File: src/rtl/mem_load_ctrl.sv
// mem_load_ctrl: round-robin word arbiter feeding four byte writes
// into a byte-loadable register memory, plus single-cycle clears.
module mem_load_ctrl #(
  parameter bit LSB_FIRST = 1'b1
) (
  input  logic        clk,
  input  logic        rst_CTRL,
  input  logic        REQ0_VALID,
  input  logic [31:0] REQ0_DATA,
  input  logic [3:0]  REQ0_MASK,
  output logic        REQ0_READY,
  input  logic        REQ1_VALID,
  input  logic [31:0] REQ1_DATA,
  input  logic [3:0]  REQ1_MASK,
  output logic        REQ1_READY,
  input  logic        CLR_REQ,
  output logic        CLR_ACK,
  output logic        MEM_LOAD,
  output logic [7:0]  MEM_IN,
  output logic [1:0]  MEM_LOAD_VAL,
  output logic        rst_MEM,
  output logic        BUSY,
  output logic        GRANT,
  output logic        DONE
);

  typedef enum logic [1:0] {
    IDLE  = 2'd0,
    LOAD  = 2'd1,
    CLEAR = 2'd2
  } state_e;

  state_e      state_q, state_d;
  logic [1:0]  cnt_q, cnt_d;
  logic        last_q, last_d;
  logic [31:0] data_q, data_d;
  logic [3:0]  mask_q, mask_d;
  logic        mem_load_q, mem_load_d;
  logic [7:0]  mem_in_q, mem_in_d;
  logic [1:0]  mem_val_q, mem_val_d;
  logic        rst_mem_q, rst_mem_d;
  logic        clr_ack_q, clr_ack_d;
  logic        done_q, done_d;
  logic        busy_q, busy_d;
  logic        grant_q, grant_d;

  logic        pick;
  logic        idle_open;
  logic        hs;
  logic [31:0] src_data;
  logic [3:0]  src_mask;
  logic [1:0]  seq_idx;
  logic [1:0]  lane;

  always_comb begin
    pick = (REQ0_VALID & REQ1_VALID) ? ~last_q : REQ1_VALID;
    idle_open = (state_q == IDLE) & ~CLR_REQ;
  end

  assign REQ0_READY = idle_open & REQ0_VALID & ~pick;
  assign REQ1_READY = idle_open & REQ1_VALID & pick;
  assign hs = REQ0_READY | REQ1_READY;

  // Lane 0 of the sequence leaves on the handshake edge, straight from
  // the requester, so the word occupies exactly four output cycles.
  always_comb begin
    if (state_q == IDLE) begin
      src_data = pick ? REQ1_DATA : REQ0_DATA;
      src_mask = pick ? REQ1_MASK : REQ0_MASK;
      seq_idx  = 2'd0;
    end else begin
      src_data = data_q;
      src_mask = mask_q;
      seq_idx  = cnt_q;
    end
    lane = LSB_FIRST ? seq_idx : 2'd3 - seq_idx;
  end

  always_comb begin
    state_d    = state_q;
    cnt_d      = cnt_q;
    last_d     = last_q;
    data_d     = data_q;
    mask_d     = mask_q;
    mem_load_d = 1'b0;
    mem_in_d   = mem_in_q;
    mem_val_d  = mem_val_q;
    rst_mem_d  = 1'b0;
    clr_ack_d  = 1'b0;
    done_d     = 1'b0;
    busy_d     = busy_q;
    grant_d    = grant_q;
    unique case (state_q)
      IDLE: begin
        if (CLR_REQ) begin
          state_d   = CLEAR;
          rst_mem_d = 1'b1;
          clr_ack_d = 1'b1;
          busy_d    = 1'b1;
        end else if (hs) begin
          state_d    = LOAD;
          data_d     = src_data;
          mask_d     = src_mask;
          grant_d    = pick;
          last_d     = pick;
          busy_d     = 1'b1;
          cnt_d      = 2'd1;
          mem_val_d  = lane;
          mem_in_d   = src_data[{lane, 3'b000} +: 8];
          mem_load_d = src_mask[lane];
        end
      end
      LOAD: begin
        if (done_q) begin
          state_d = IDLE;
          busy_d  = 1'b0;
          cnt_d   = 2'd0;
        end else begin
          mem_val_d  = lane;
          mem_in_d   = src_data[{lane, 3'b000} +: 8];
          mem_load_d = src_mask[lane];
          cnt_d      = cnt_q + 2'd1;
          done_d     = (cnt_q == 2'd3);
        end
      end
      CLEAR: begin
        state_d = IDLE;
        busy_d  = 1'b0;
      end
      default: begin
        state_d = IDLE;
        busy_d  = 1'b0;
      end
    endcase
  end

  always_ff @(posedge clk or posedge rst_CTRL) begin
    if (rst_CTRL) begin
      state_q    <= IDLE;
      cnt_q      <= 2'd0;
      last_q     <= 1'b1;
      data_q     <= 32'd0;
      mask_q     <= 4'd0;
      mem_load_q <= 1'b0;
      mem_in_q   <= 8'd0;
      mem_val_q  <= 2'd0;
      rst_mem_q  <= 1'b0;
      clr_ack_q  <= 1'b0;
      done_q     <= 1'b0;
      busy_q     <= 1'b0;
      grant_q    <= 1'b0;
    end else begin
      state_q    <= state_d;
      cnt_q      <= cnt_d;
      last_q     <= last_d;
      data_q     <= data_d;
      mask_q     <= mask_d;
      mem_load_q <= mem_load_d;
      mem_in_q   <= mem_in_d;
      mem_val_q  <= mem_val_d;
      rst_mem_q  <= rst_mem_d;
      clr_ack_q  <= clr_ack_d;
      done_q     <= done_d;
      busy_q     <= busy_d;
      grant_q    <= grant_d;
    end
  end

  assign MEM_LOAD     = mem_load_q;
  assign MEM_IN       = mem_in_q;
  assign MEM_LOAD_VAL = mem_val_q;
  assign rst_MEM      = rst_mem_q;
  assign CLR_ACK      = clr_ack_q;
  assign DONE         = done_q;
  assign BUSY         = busy_q;
  assign GRANT        = grant_q;

endmodule

File: config.mk
export PLATFORM = sky130hd
export DESIGN_NAME = mem_load_ctrl
export DESIGN_NICKNAME = d
export VERILOG_FILES = /design/src/rtl/mem_load_ctrl.sv
export SDC_FILE = /design/constraint.sdc
export NUM_CORES = 1
export LEC_CHECK = 0
export ABC_AREA = 1
export CAP_MARGIN = 20
export CELL_PAD_IN_SITES_DETAIL_PLACEMENT = 1
export CELL_PAD_IN_SITES_GLOBAL_PLACEMENT = 1
export CORE_MARGIN = 1
export CORE_UTILIZATION = 34
export CTS_CLUSTER_DIAMETER = 80
export DETAILED_ROUTE_END_ITERATION = 10
export HOLD_SLACK_MARGIN = 0.08
export PLACE_DENSITY_LB_ADDON = 0.1
export SYNTH_ARGS = -nofsm -noshare
export SYNTH_HDL_FRONTEND = slang
export SYNTH_SLANG_ARGS = --single-unit
File: constraint.sdc
create_clock -name clk -period 1.85 [get_ports clk]
set_input_delay 0.185 -clock clk [delete_from_list [all_inputs] [get_ports clk]]
set_output_delay 0.185 -clock clk [all_outputs]
set_load 0.005 [all_outputs]
==> flow_summary.ini, run 1 <==
[clock_network]
cts-root-buf = clkbuf_8
path_clk_slew_ps = 110
cts_hold_buffers = 0
htreeDepth = 2
cts_tree = yes
cts_buffers = 5
clockBufferDepth = 2
cts_sinks = 56
clock_latency_ps = 310

[worst_setup_path]
crit_fanout = 4
worstPathArrival_ps = 1790
crit_type = reg -> out
startpoint_type = flop
path_delay_family = buffers and inverters
reg2regPathDepth = 10
crit_cells = 6
critPathCaptureType = output pin
critPathRequiredTime_ps = 1660
critPathMostFrequentCell = nor2_4
max_stage_delay_ps = 490
crit_buf_inv = 3
slowest_stage = clkdlybuf4s50_1
path_cells = nor2_4 -> inv_2 -> nor2_4 -> nand2_4 -> inv_1 -> clkdlybuf4s50_1

[placed_design]
place_congestion = 0.781
dp_hpwl_um = 7750
io_buffer_count = 94
dpl-instance-area_um2 = 4490

[power]
peakVddDrop_mv = 0.677
clock_power_share_pct = 9.9
cellPowerDensity_nw_per_um2 = 1520
p_sw_mw = 3.18
power_frac_seq_pct = 31.9
p_int_mw = 3.84
combPwrFrac_pct = 58.3
leakagePower_nw = 2.17
switching_share_pct = 45.3

[run]
maxCapViolations = 0

[grt]
grt_usage_pct = 21.6
gr-total-overflow = 0
grt_pass1_vias = 3446
grt_antenna_before_repair = 0
grt_pass1_wl_um = 17300
grt_max_degree = 60

[sta]
finalCriticalPeriod_ps = 1980
clock.fmax_mhz = 506
hold_slack_ps = 251
grt_setup_unrepaired = yes
slew_viol_final = 0
maxSlewHeadroom_pct = 78.4
setup_slack_ps = -127
tightest_slew_ps = 324
finalSetupTns_ps = -127
fin_skew_ps = 9.33
setup_viol = 1
hold_violations = 0
layout_worst_path_cycle_share_pct = 107

[finish]
utilization_pct = 48.9
drive_gt1_share_pct = 8.87
num-nets-final = 641
final_area_um2 = 4610
area_delta_synth_final_pct = 36.9
diodes = 0

[synthesis]
yosys_register_bits = 56
synth_area_leaders = dfrtp_1 (41%), nand2_1 (15%), nand3_1 (8.6%)
synth_nets = 551
yosys.area.top_type = dfrtp_1
yosys-top-cells-count = nand2_1 (137), nand3_1 (58), dfrtp_1 (55)
async_flop_share_pct = 100
ys_types = 25
netlist_area_um2 = 3360
synthFlopType = dfrtp_1
ys_seq_area_share_pct = 41.7
yosysMostFrequentCell = nand2_1
synth_cells = 473
synth_top_area_share_pct = 40.9
synth_edf_count = 0
yosysWarnings = 0
syn_area_per_cell_um2 = 7.11

[floorplanning]
start_util_pct = 35.7
dieArea_um2 = 10300
pin_count = 95
die_height_um = 101
rows = 35
core_area_um2 = 9420
die_w_um = 101

[status]
status = finished with violations
failed_checks = setup timing

[routing]
ant_nets = 0
dr.pass1.iters = 5
drt_iter0_drc = 164
wl_um = 10300
wl_per_cell_um = 14.9
vias = 3401
drc = 0
routed_via_density = 4.91

[hold_path]
min_path_type = in -> async
[path summary, 6_finish.rpt]
path | startpoint | end | slack, ps
max in group asynchronous | rst_CTRL | last_q | 1310
worst min-delay path | rst_CTRL | data_q[9] | 250
worst max-delay path | state_q[0] | REQ1_READY | -130
min in group clk | last_q | last_q | 480
worst min register to register | last_q | last_q | 480
worst max register to register | last_q | MEM_IN[1] | 180
[cells in the final DEF, fill, tap and decap left out, types with 2 or more instances in the layout]
cell type and count:
dfrtp_1 55, inv_2 5, nand2_4 3, o211ai_1 8, a21oi_1 7, buf_12 5, o21a_1 14, nand3_1 58
nor3_1 7, o21ai_0 22, a31oi_1 8, buf_4 14, clkdlybuf4s50_1 93, o21ai_1 27, clkinvlp_4 2, clkbuf_8 5
nor2_1 43, nand2_1 137, nor2_4 3, nand3b_1 2, inv_1 31, or2_2 9
[power by group through the flow]
| stage | Combinational [mW] | Sequential [mW] | Clock [mW] |
|---|---|---|---|
| 2_1_floorplan | 2.68 | 2.12 | 0 |
| 3_3_place_gp | 3.97 | 2.22 | 0 |
| 3_5_place_dp | 4.10 | 2.26 | 0 |
| 4_1_cts | 4.14 | 2.24 | 0.716 |
| 5_1_grt | 4.60 | 2.32 | 0.754 |
| 6_report | 4.09 | 2.24 | 0.692 |
[per-layer routing]
layer	routed length (um)	track usage, %
met1	5000	29.6
met3	320	2.83
met5	0	0
met2	4990	37.2
met4	40	3.34
[worst reg2reg max path, cell delays in order, from the launching register on]
cell and delay (ps):
dfstp_2 540, nand2_1 70, nand2_1 140, buf_4 250, nand2_1 80, nand3_1 110
nand3_1 80, nand3_1 100, nand2_1 80, nand2_1 80, nand2_1 50
[sequential cells by signal, summed over array words and instances, names as in the netlist, 2 cells and up]
register,cells
data_q,32
MEM_IN,8
mask_q,4
MEM_LOAD_VAL,2
cnt_q,2
state_q,2
[cells by family after synthesis]
kind of cell,after synthesis,share of synthesized area (%)
simple gates,263,33.8
compound gates,86,14.7
buf+inv,67,9.41
flops,56,41.7
fa+ha+maj,1,0.372
[layout make-up]
| type | count | area, um2 |
|---|---|---|
| flip-flops and latches | 56 | 1400 |
| clock inverters | 3 | 23.8 |
| fillers | 1193 | 4810 |
| repair buffers | 114 | 1160 |
| clock buffers | 5 | 68.8 |
| well taps | 129 | 161 |
| multi-input cells | 350 | 1650 |
| inverters | 36 | 135 |
[stage by stage]
step | power [mW] | instances | setup WS [ps]
3_3_place_gp | 6.19 | 684 | -12.9
2_1_floorplan | 4.80 | 473 | 295
5_1_grt | 7.67 | 693 | -215
4_1_cts | 7.09 | 693 | -178
3_5_place_dp | 6.36 | 684 | -80.0
6_report | 7.01 | 693 | -127
[repair_timing]
action                                  4_1_cts  5_1_grt
pin swaps                                     1        2
gates resized for setup                       0        4
cloned                                        0        0
setup buffers                                 1        0
hold endpoints to repair                      0        0
endpoints found under the setup margin        2        2
(Power assumes the default switching activity.)
==> inputs of run 2 (changes only) <==
==> constraint.sdc (replaced) <==
create_clock -name clk -period 1.85 [get_ports clk]
set_input_delay 0.555 -clock clk [delete_from_list [all_inputs] [get_ports clk]]
set_output_delay 0.555 -clock clk [all_outputs]
set_load 0.005 [all_outputs]
==> run 2 against run 1 <==
Effect of this change:
- the flow still finishes with violations (setup timing)
- utilization is 0.32 points higher
- maximum frequency is 6.5% higher
- combinational power is 3% lower
- first-iteration DRC count is 35% lower
- cell count is 0.29% higher
- via count is 0.91% higher
- register-to-register slack worse by 60 ps
- wire length is 1.1% lower
- critical path depth stayed put
- sequential share of layout area is 0.20 points lower
- clock skew hardly changed
- worst hold slack better by 240 ps
- critical endpoint unchanged
==> flow_summary.ini, run 2 (same netlist as run 1, synthesis figures left out) <==
[clock_network]
path_clk_slew_ps = 100
clockBufferDepth = 2
cts_hold_buffers = 0
htreeDepth = 2
cts_buffers = 5
cts-root-buf = clkbuf_8
cts_tree = yes
cts_sinks = 56
clock_latency_ps = 320

[grt]
grt_pass1_wl_um = 17300
grt_usage_pct = 21.7
grt_pass1_vias = 3561
grt_antenna_before_repair = 0
grt_max_degree = 60
gr-total-overflow = 0

[routing]
wl_per_cell_um = 14.7
vias = 3432
routed_via_density = 4.94
ant_nets = 0
drt_iter0_drc = 107
drc = 0
wl_um = 10200
dr.pass1.iters = 4

[sta]
tightest_slew_ps = 436
setup_slack_ps = -6.18
setup_viol = 2
grt_setup_unrepaired = yes
maxSlewHeadroom_pct = 70.9
fin_skew_ps = 9.09
hold_violations = 0
finalCriticalPeriod_ps = 1860
slew_viol_final = 0
layout_worst_path_cycle_share_pct = 100
clock.fmax_mhz = 539

[run]
maxCapViolations = 0

[placed_design]
dpl-instance-area_um2 = 4500
dp_hpwl_um = 7810
place_ws_ps = -643
place_congestion = 0.756
io_buffer_count = 94

[finish]
top_register = data_q
num-nets-final = 643
largest_reg_flops = 32
layout_common_cells = nand2_1 (135), clkdlybuf4s50_1 (89), nand3_1 (58)
diodes = 0
final_area_um2 = 4640
final.fill_count = 1188
mostFrequentLayoutCell = nand2_1
drive_gt1_share_pct = 10.1
utilization_pct = 49.2
area_delta_synth_final_pct = 37.8

[hold_path]
min_path_type = reg -> reg

[power]
switching_share_pct = 44.6
power_frac_seq_pct = 31.7
p_int_mw = 3.91
clock_power_share_pct = 11.8
cellPowerDensity_nw_per_um2 = 1520
p_sw_mw = 3.14
peakVddDrop_mv = 1.16
leakagePower_nw = 2.17
combPwrFrac_pct = 56.5

[worst_setup_path]
worstPathArrival_ps = 1300
startpoint_type = flop
crit_fanout = 3
crit_type = reg -> out
critPathCaptureType = output pin
critPathRequiredTime_ps = 1290

[floorplanning]
die_height_um = 101
start_util_pct = 35.7
die_w_um = 101
pin_count = 95
dieArea_um2 = 10300
core_area_um2 = 9420
rows = 35

[status]
status = finished with violations
failed_checks = setup timing
==> run 2: worst paths after layout <==
path / from / endpoint / slack (ps) / cells past startpoint
worst max-delay path: last_q / REQ1_READY / -6 / 6
worst min-delay path: mask_q[2] / mask_q[2] / 490 / 2
worst max register to register: state_q[0] / MEM_IN[1] / 120 / 10
worst min register to register: mask_q[2] / mask_q[2] / 490 / 2
max in group asynchronous: rst_CTRL / data_q[24] / 830 / 3
min in group asynchronous: rst_CTRL / data_q[0] / 580 / 2
==> run 2: power by group through the flow <==
stage	clock [mW]	sequential, mW	combinational [mW]
after CTS	0.855	2.24	4.04
final	0.831	2.24	3.98
after detailed placement	0	2.26	4.02
after floorplan	0	2.12	2.68
after global placement	0	2.22	3.87
after global routing	0.891	2.31	4.53
==> run 2: worst max-delay path, cell delays in order (launching register included) <==
cell     delay [ps]
dfstp_2         550
nand2_2          60
nand2_2          90
inv_2            60
nand2_2          80
inv_1            40
buf_2           110
==> run 2: layout make-up <==
cell class | count | area [um2] | area share [%]
clock buffers | 5 | 68.8 | 1.48
flip-flops and latches | 56 | 1400 | 30.3
multi-input cells | 350 | 1650 | 35.6
repair buffers | 116 | 1160 | 25.1
clock inverters | 3 | 47.5 | 1.03
well taps | 129 | 161 | 3.48
inverters | 36 | 139 | 3.00
==> run 2: repair_timing <==
| item | in CTS | in global routing |
|---|---|---|
| setup buffers | 1 | 1 |
| pin swaps | 4 | 4 |
| setup endpoints to repair | 22 | 14 |
| gates resized for setup | 12 | 5 |
==> run 2: layer usage <==
layer  share of wire (%)  global-route usage, %
met1                  48                   28.4
met2                  47                   37.9
met3                 3.7                   3.04
met4                 1.3                   5.35
met5                   0                      0
==> run 2: stage by stage <==
step | TNS (ps) | power (mW) | hold slack (ps) | cells
finish | -10.1 | 7.05 | 486 | 695
global route | -164 | 7.73 | 511 | 695
CTS | -286 | 7.13 | 484 | 694
detailed placement | -18360 | 6.28 | 458 | 685
global placement | -14390 | 6.10 | 452 | 685
floorplan | 0 | 4.80 | 442 | 473
